**config.mk**
```make
export PLATFORM = sky130hd
export DESIGN_NAME = ahb_slave_if
export DESIGN_NICKNAME = d
export VERILOG_FILES = /design/src/rtl/ahb_apb_pkg.sv /design/src/rtl/ahb_addr_decode.sv /design/src/rtl/ahb_slave_if.sv
export SDC_FILE = /design/constraint.sdc
export NUM_CORES = 1
export LEC_CHECK = 0
export CAP_MARGIN = 10
export CORE_MARGIN = 2
export CORE_UTILIZATION = 44
export DETAILED_ROUTE_END_ITERATION = 8
export GPL_ROUTABILITY_DRIVEN = 1
export GPL_TIMING_DRIVEN = 0
export PLACE_DENSITY_LB_ADDON = 0.1
export SLEW_MARGIN = 15
export SYNTH_ARGS = -nofsm -noshare
export SYNTH_HDL_FRONTEND = slang
export SYNTH_SLANG_ARGS = --single-unit
```
**constraint.sdc**
```tcl
create_clock -name Hclk -period 5.2 [get_ports Hclk]
set_input_delay 1.04 -clock Hclk [delete_from_list [all_inputs] [get_ports Hclk]]
set_output_delay 1.04 -clock Hclk [all_outputs]
set_load 0.01 [all_outputs]
```
**src/rtl/ahb_apb_pkg.sv**
```systemverilog
// Shared encodings, address map and FSM states for the AHB2APB bridge.
package ahb_apb_pkg;

   localparam int unsigned NUM_SEL = 3;

   typedef enum logic [1:0] {
      HTRANS_IDLE   = 2'b00,
      HTRANS_BUSY   = 2'b01,
      HTRANS_NONSEQ = 2'b10,
      HTRANS_SEQ    = 2'b11
   } htrans_e;

   typedef enum logic [1:0] {
      HRESP_OKAY  = 2'b00,
      HRESP_ERROR = 2'b01
   } hresp_e;

   // Each peripheral owns a 64 MiB window.
   localparam logic [31:0] MAP_BASE [NUM_SEL] = '{32'h8000_0000, 32'h8400_0000, 32'h8800_0000};
   localparam logic [31:0] MAP_LIMIT[NUM_SEL] = '{32'h83FF_FFFF, 32'h87FF_FFFF, 32'h8BFF_FFFF};

   typedef enum logic [2:0] {
      StIdle,
      StData,
      StXfer,
      StDone,
      StErr1,
      StErr2
   } state_e;

   function automatic logic htrans_active(input logic [1:0] trans);
      return (trans == HTRANS_NONSEQ) || (trans == HTRANS_SEQ);
   endfunction

endpackage

```
**src/rtl/ahb_addr_decode.sv**
```systemverilog
// Combinational address decoder: one-hot peripheral select plus a mapped flag.
module ahb_addr_decode
   import ahb_apb_pkg::*;
(
   input  logic [31:0]        addr,
   output logic [NUM_SEL-1:0] sel,
   output logic               mapped
);

   always_comb begin
      sel = '0;
      for (int i = 0; i < NUM_SEL; i++) begin
         if (addr >= MAP_BASE[i] && addr <= MAP_LIMIT[i]) begin
            sel[i] = 1'b1;
         end
      end
      mapped = |sel;
   end

endmodule

```
**src/rtl/ahb_slave_if.sv**
```systemverilog
// AHB-Lite responder front-end: registers one transfer, hands it to the APB side over
// valid/done, and returns read data with an OKAY or two-cycle ERROR response.
module ahb_slave_if #(
   parameter int unsigned TIMEOUT = 16,
   parameter int unsigned NUM_SEL = 3
) (
   input  logic               Hclk,
   input  logic               Hresetn,
   input  logic               Hwrite,
   input  logic               Hreadyin,
   input  logic [1:0]         Htrans,
   input  logic [31:0]        Haddr,
   input  logic [31:0]        Hwdata,
   output logic               Hreadyout,
   output logic [1:0]         Hresp,
   output logic [31:0]        Hrdata,
   output logic               xfer_valid,
   output logic               xfer_write,
   output logic [31:0]        xfer_addr,
   output logic [31:0]        xfer_wdata,
   output logic [NUM_SEL-1:0] xfer_sel,
   input  logic               xfer_done,
   input  logic               xfer_err,
   input  logic [31:0]        xfer_rdata
);

   import ahb_apb_pkg::*;

   localparam logic [7:0] CntLast = 8'(TIMEOUT - 1);

   state_e             state_q, state_d;
   logic [7:0]         cnt_q, cnt_d;
   logic [NUM_SEL-1:0] dec_sel;
   logic               dec_mapped;
   logic               accept;

   ahb_addr_decode u_decode (
      .addr   (Haddr),
      .sel    (dec_sel),
      .mapped (dec_mapped)
   );

   // Hreadyout is only high in IDLE, DONE and ERR2, so it gates acceptance by state.
   assign accept = Hreadyin && htrans_active(Htrans) && Hreadyout;

   always_comb begin
      state_d = state_q;
      cnt_d   = cnt_q;
      unique case (state_q)
         StIdle, StDone, StErr2: begin
            if (accept) state_d = dec_mapped ? StData : StErr1;
            else        state_d = StIdle;
         end
         StData: begin
            state_d = StXfer;
            cnt_d   = '0;
         end
         StXfer: begin
            if (xfer_done)              state_d = xfer_err ? StErr1 : StDone;
            else if (cnt_q == CntLast)  state_d = StErr1;
            else                        cnt_d   = cnt_q + 8'd1;
         end
         StErr1:  state_d = StErr2;
         default: state_d = StIdle;
      endcase
   end

   // Bus-facing outputs are registered from the next state so they change with it.
   always_ff @(posedge Hclk or negedge Hresetn) begin
      if (!Hresetn) begin
         state_q    <= StIdle;
         cnt_q      <= '0;
         Hreadyout  <= 1'b1;
         Hresp      <= HRESP_OKAY;
         Hrdata     <= '0;
         xfer_valid <= 1'b0;
         xfer_write <= 1'b0;
         xfer_addr  <= '0;
         xfer_wdata <= '0;
         xfer_sel   <= '0;
      end else begin
         state_q    <= state_d;
         cnt_q      <= cnt_d;
         Hreadyout  <= state_d inside {StIdle, StDone, StErr2};
         Hresp      <= (state_d inside {StErr1, StErr2}) ? HRESP_ERROR : HRESP_OKAY;
         xfer_valid <= (state_d == StXfer);
         if (accept) begin
            xfer_addr  <= Haddr;
            xfer_write <= Hwrite;
            xfer_sel   <= dec_sel;
         end
         if (state_q == StData && xfer_write) begin
            xfer_wdata <= Hwdata;
         end
         if (state_q == StXfer && xfer_done && !xfer_err && !xfer_write) begin
            Hrdata <= xfer_rdata;
         end
      end
   end

endmodule

```
Yosys cells after proc, flatten, opt, wreduce, memory -nomap -nowiden
Index checks and enable logic that the tools add are counted.
{"block": "word_totals", "inputBits": 104, "reg_bits": 114, "output_inout_bits": 104, "word_cells": 64}
{"block": "op_classes", "n_reduce_logical": 20, "order_cmp": 6, "mux": 13, "n_eq_ne": 14, "add_sub_neg": 1}
{"cell": ">= comparator 32 bit, second input constant", "count": 3}
{"cell": "<= comparator 32 bit, second input constant", "count": 3}
{"cell": "two-way mux 8 bit", "count": 2}
{"cell": "case mux 8 bit (2 select lines)", "count": 1}
{"cell": "two-way mux 3 bit", "count": 5}
{"cell": "== test 3 x 2 -> 1 bit, second input constant", "count": 4}
{"cell": "== test 3 bit, second input constant", "count": 4}
{"cell": "case mux 3 bit (4 select lines)", "count": 1}
{"cell": "logical AND 1 bit", "count": 9}
{"cell": "adder 8 x 1 -> 8 bit, second input constant", "count": 1}
{"cell": "== test 8 x 4 -> 1 bit, second input constant", "count": 1}
{"cell": "zero test 3 bit", "count": 2}
{"cell": "OR reduction 3 bit", "count": 2}
{"cell": "== test 2 bit, second input constant", "count": 2}
{"cell": "two-way mux 1 bit", "count": 4}
{"cell": "!= test 2 bit, second input constant", "count": 2}
{"cell": "nonzero test 2 bit", "count": 2}
{"cell": "== test 3 x 1 -> 1 bit, second input constant", "count": 1}
{"cell": "AND reduction 3 bit", "count": 1}
{"cell": "nonzero test 3 bit", "count": 1}
{"cell": "zero test 1 bit", "count": 2}
{"cell": "logical OR 1 bit", "count": 1}

Longest topological paths before layout
{"block": "logic_depth", "ltp_word": 10, "ltp_mapped": 8, "mapped_depth_nobuf": 7}

Hierarchy
Synthesis repeated with hierarchy kept, for this count alone.
{"block": "unflattened", "cells_unflattened": 307, "hier_area_um2": 4550.6}
{"module": "ahb_slave_if", "area_each_um2": 4501.8, "n_inst": 1, "cells_per_inst": 302, "seq_area_each_um2": 2854.0}
{"module": "ahb_addr_decode", "area_each_um2": 48.8, "n_inst": 1, "cells_per_inst": 5, "seq_area_each_um2": 0.0}

Least setup slack after synthesis
Ideal clock, no wire load.
{"block": "synth_path", "kind": "input-to-reg", "from": "input port Haddr[30]", "to": "register Hreadyout", "t_required_ps": 5102, "n_path_buf": 0, "setup_time_ps": 98, "cell_stages": 5, "t_arrival_ps": 2357, "setup_slack_ps": 2744, "cell_sequence": "or4b_1 -> a21oi_1 -> o21ai_0 -> and4_1 -> a221oi_1"}
{"block": "synth_via", "elab_chain_len": 9, "word_cells_on_any_way": 20, "cone_classes": "order compare: 6; eq/ne: 2; mux: 6; reduce/logical: 6"}
{"element": "start, declared", "line_no": "ahb_slave_if.sv:12", "source": "input logic [31:0] Haddr,"}
{"element": ">= comparator 32 bit / <= comparator 32 bit (equally long branches)", "line_no": "ahb_addr_decode.sv:13", "source": "if (addr >= MAP_BASE[i] && addr <= MAP_LIMIT[i]) begin"}
{"element": "logical AND 1 bit", "line_no": "ahb_addr_decode.sv:13"}
{"element": "two-way mux 1 bit", "line_no": "ahb_addr_decode.sv:13"}
{"element": "OR reduction 3 bit (*)", "line_no": "ahb_addr_decode.sv:17", "source": "mapped = |sel;"}
{"element": "two-way mux 3 bit (*) (2 in a row)", "line_no": "ahb_slave_if.sv:51", "source": "if (accept) state_d = dec_mapped ? StData : StErr1;"}
{"element": "case mux 3 bit (4 select lines) (*)", "line_no": "ahb_slave_if.sv:49", "source": "unique case (state_q)"}
{"element": "net state_d[2]", "line_no": "ahb_slave_if.sv:31", "source": "state_e state_q, state_d;"}
{"element": "== test 3 x 2 -> 1 bit, or another cell as far along", "line_no": "ahb_slave_if.sv:84", "source": "Hreadyout <= state_d inside {StIdle, StDone, StErr2};"}
{"element": "nonzero test 3 bit (*)", "line_no": "ahb_slave_if.sv:84"}
{"element": "end signal, assigned", "line_no": "ahb_slave_if.sv:84"}
{"element": "end, declared", "line_no": "ahb_slave_if.sv:14", "source": "output logic Hreadyout,"}
The timed path passes the listed nets; every way through them passes the cells marked *.
A chain may end at the register's enable or synchronous reset.

Worst setup path in the final report
{"block": "layout_path", "from": "register Hreadyout", "to": "output port Hreadyout"}
No word-level cell between the ends.

==> qor.yml <==
flow_run:
  drv_cap: 0
synth:
  syn_area_um2: 4482
  synth-edff-count: 0
  yosysUniqueCellTypes: 42
  ys_warn_count: 0
  syn_avg_cell_area_um2: 14.65
  synthFlopType: "dfrtp_1"
  syn-instance-count: 306
  synth_async_sr_flop_share: 1.000
  synth_sequential_area_ratio: 0.6368
  synth-seq-cells: 114
  syn_nets: 411
placed_design:
  placed_area_um2: 6729
  io_buffer_count: 205
  routabilityCongestion: 0.7837
  hpwl_mm: 8.541
  dp.cells: 645
timing:
  worst_pin_slew_ns: 0.7579
  fin_hold_ws_ns: 0.4029
  max_freq_ghz: 0.3828
  finalSetupViolations: 0
  finalHoldViolCount: 0
  rsz0062_at_grt: "false"
  fin_crit_ns: 2.612
  skew_ns: 0.008489
  slew_headroom: 0.4947
  min_period_over_period: 0.5023
  final_max_slew_viol_count: 0
clock_network:
  htree_levels: 4
  post_cts_buffers: 0
  cts_buffers: 17
  insertion_delay_ns: 0.51
  cts.root.buffer_cell: "clkbuf_8"
  cts_buffer_depth: 2
  clkTransAtPathRegs_ns: 0.05
  tritoncts: "yes"
  cts_sinks: 114
  cts-resized-gates: 0
  cts_hold_repair.buffers: 0
route:
  route.vias.total: 3354
  route.detailed.wl_per_inst_um: 16.94
  drtAntennaViolNets: 0
  first_pass_iters: 6
  vias_per_cell: 4.969
  wirelength_mm: 11.43
  drc: 0
  first_iter_violations: 101
grt:
  grt-ovfl-total: 0
  grt_max_degree: 88
  first_global_vias: 3626
  grt_usage: 0.2174
  grt_pass1_wl_mm: 18.35
  antenna_found_initial: 0
die:
  die-area_um2: 11010
  fp-row-count: 36
  core_area_um2: 9819
  die_y_um: 104.9
  start_util: 0.4564
  io_pins: 208
  die_w_um: 104.9
power:
  cellLeakagePower_nw: 3.109
  ir_worst_vdd_uv: 341.0
  p_per_area_nw_per_um2: 585.3
layout:
  antennaDiodeCount: 0
  final_cell_area_um2: 7246
  area_growth_pct: 61.67
  drive_above_1_share: 0.2435
  final_util: 0.7379
  fin_cells: 675
  nets: 636
critical_path:
  setup.worst_path.end: "Hreadyout"
  crit_family: "flip-flops"
  cp-startpoint: "Hreadyout"
  crit_cells: 1
  worstSetupPathType: "flop to primary output"
  crit_chain: "clkdlybuf4s50_1"
  path_buf_inv: 1
  cp.arrival_ns: 1.57
  reg2reg_slack_ns: 2.94
  r2r_end: "cnt_q[7]"
  worst-path-max-fanout: 2
  crit_path_max_incr_delay_ns: 0.53
  critPathCaptureType: "primary output"
  startpoint_type: "flop"
  crit_path_top_delay_cell: "dfstp_2"
  rr_worst_depth: 6
  cp.required_ns: 4.16
  reg2reg_from: "cnt_q[0]"
min_path:
  hp-class: "primary input to async pin"
outcome:
  status: "complete, no violations"
==> worst min path at each step <==
stage / startpoint / end
6_report: Hresetn / xfer_addr[22]
5_1_grt: Hresetn / state_q[2]
4_1_cts: Hresetn / xfer_addr[30]
3_5_place_dp: xfer_addr[27] / xfer_addr[27]
3_3_place_gp: xfer_sel[0] / xfer_sel[0]
2_1_floorplan: cnt_q[1] / cnt_q[1]
==> layout by cell type, fill, tap and decap left out, types with 4 or more instances in the layout <==
| master | n |
|---|---|
| a21oi_1 | 8 |
| buf_1 | 5 |
| buf_2 | 4 |
| clkbuf_1 | 8 |
| clkbuf_16 | 16 |
| clkdlybuf4s50_1 | 204 |
| clkinv_2 | 6 |
| dfrtp_1 | 113 |
| mux2_2 | 95 |
| nand2_1 | 16 |
| nand3_1 | 4 |
| nor2_1 | 5 |
| o21ai_0 | 8 |
| o31ai_1 | 4 |
| or3_1 | 4 |
==> Yosys cell counts, drive strengths merged, types with 2 or more instances <==
cell    instances  area share
dfrtp         113        0.63
mux2           96        0.24
nand2          16       0.013
buf            11       0.013
a21oi           8      0.0089
o21ai           8      0.0089
nor2            5      0.0042
clkbuf          4      0.0033
nand3           4      0.0045
o31ai           4      0.0067
or3             4      0.0056
inv             3      0.0025
and2            2      0.0028
and3            2      0.0028
and4            2      0.0039
nand2b          2      0.0045
or4             2      0.0033
==> registers in the layout, indices dropped and copies added (netlist names) <==
| register | cells |
|---|---|
| Hreadyout | 1 |
| Hresp | 1 |
| xfer_write | 1 |
| state_q | 3 |
| Hrdata | 32 |
| xfer_wdata | 32 |
| xfer_addr | 32 |
| cnt_q | 8 |
| xfer_valid | 1 |
| xfer_sel | 3 |
==> cell type report <==
class	count	area [um2]
sequential	114	2854
clock inverter	7	60.06
tap	133	166.4
multi-input combinational	174	1544
buffer	15	72.57
clock buffer	23	456.7
fill	720	2574
timing repair buffer	206	2081
inverter	3	11.26
==> cell families after synthesis <==
logic type | after synthesis | share of synthesized area
flip-flops | 114 | 0.6368
adder cells (fa/ha/maj) | 1 | 0.002791
multiplexers | 96 | 0.2412
AO/OA/AOI/OAI | 28 | 0.04020
buffers and inverters | 18 | 0.01870
AND/OR/NAND/NOR | 48 | 0.05947
other | 1 | 0.0008367
==> power by group <==
part           internal [mW]  switching, mW
clock network          0.646          0.367
registers               1.29          0.210
logic                   1.08          0.649
==> routing by layer <==
layer / global-route usage / wire length, um / share of wire / vias to the layer above
met5: 0 / 0 / 0 / -
met4: 0.07524 / 176 / 0.015 / 0
met3: 0.09794 / 1130 / 0.099 / 16
met2: 0.3711 / 5784 / 0.51 / 149
met1: 0.2401 / 4343 / 0.38 / 1644
li1: - / - / - / 1545
==> through the flow <==
stage	TNS, ns	power [mW]	setup WS [ns]
after floorplan	0	2.222	2.744
after global placement	-140.88	3.197	-1.254
after detailed placement	0	3.255	2.033
after CTS	0	4.286	2.566
after global routing	0	4.469	2.461
final	0	4.241	2.588
(Power assumes the default switching activity.)
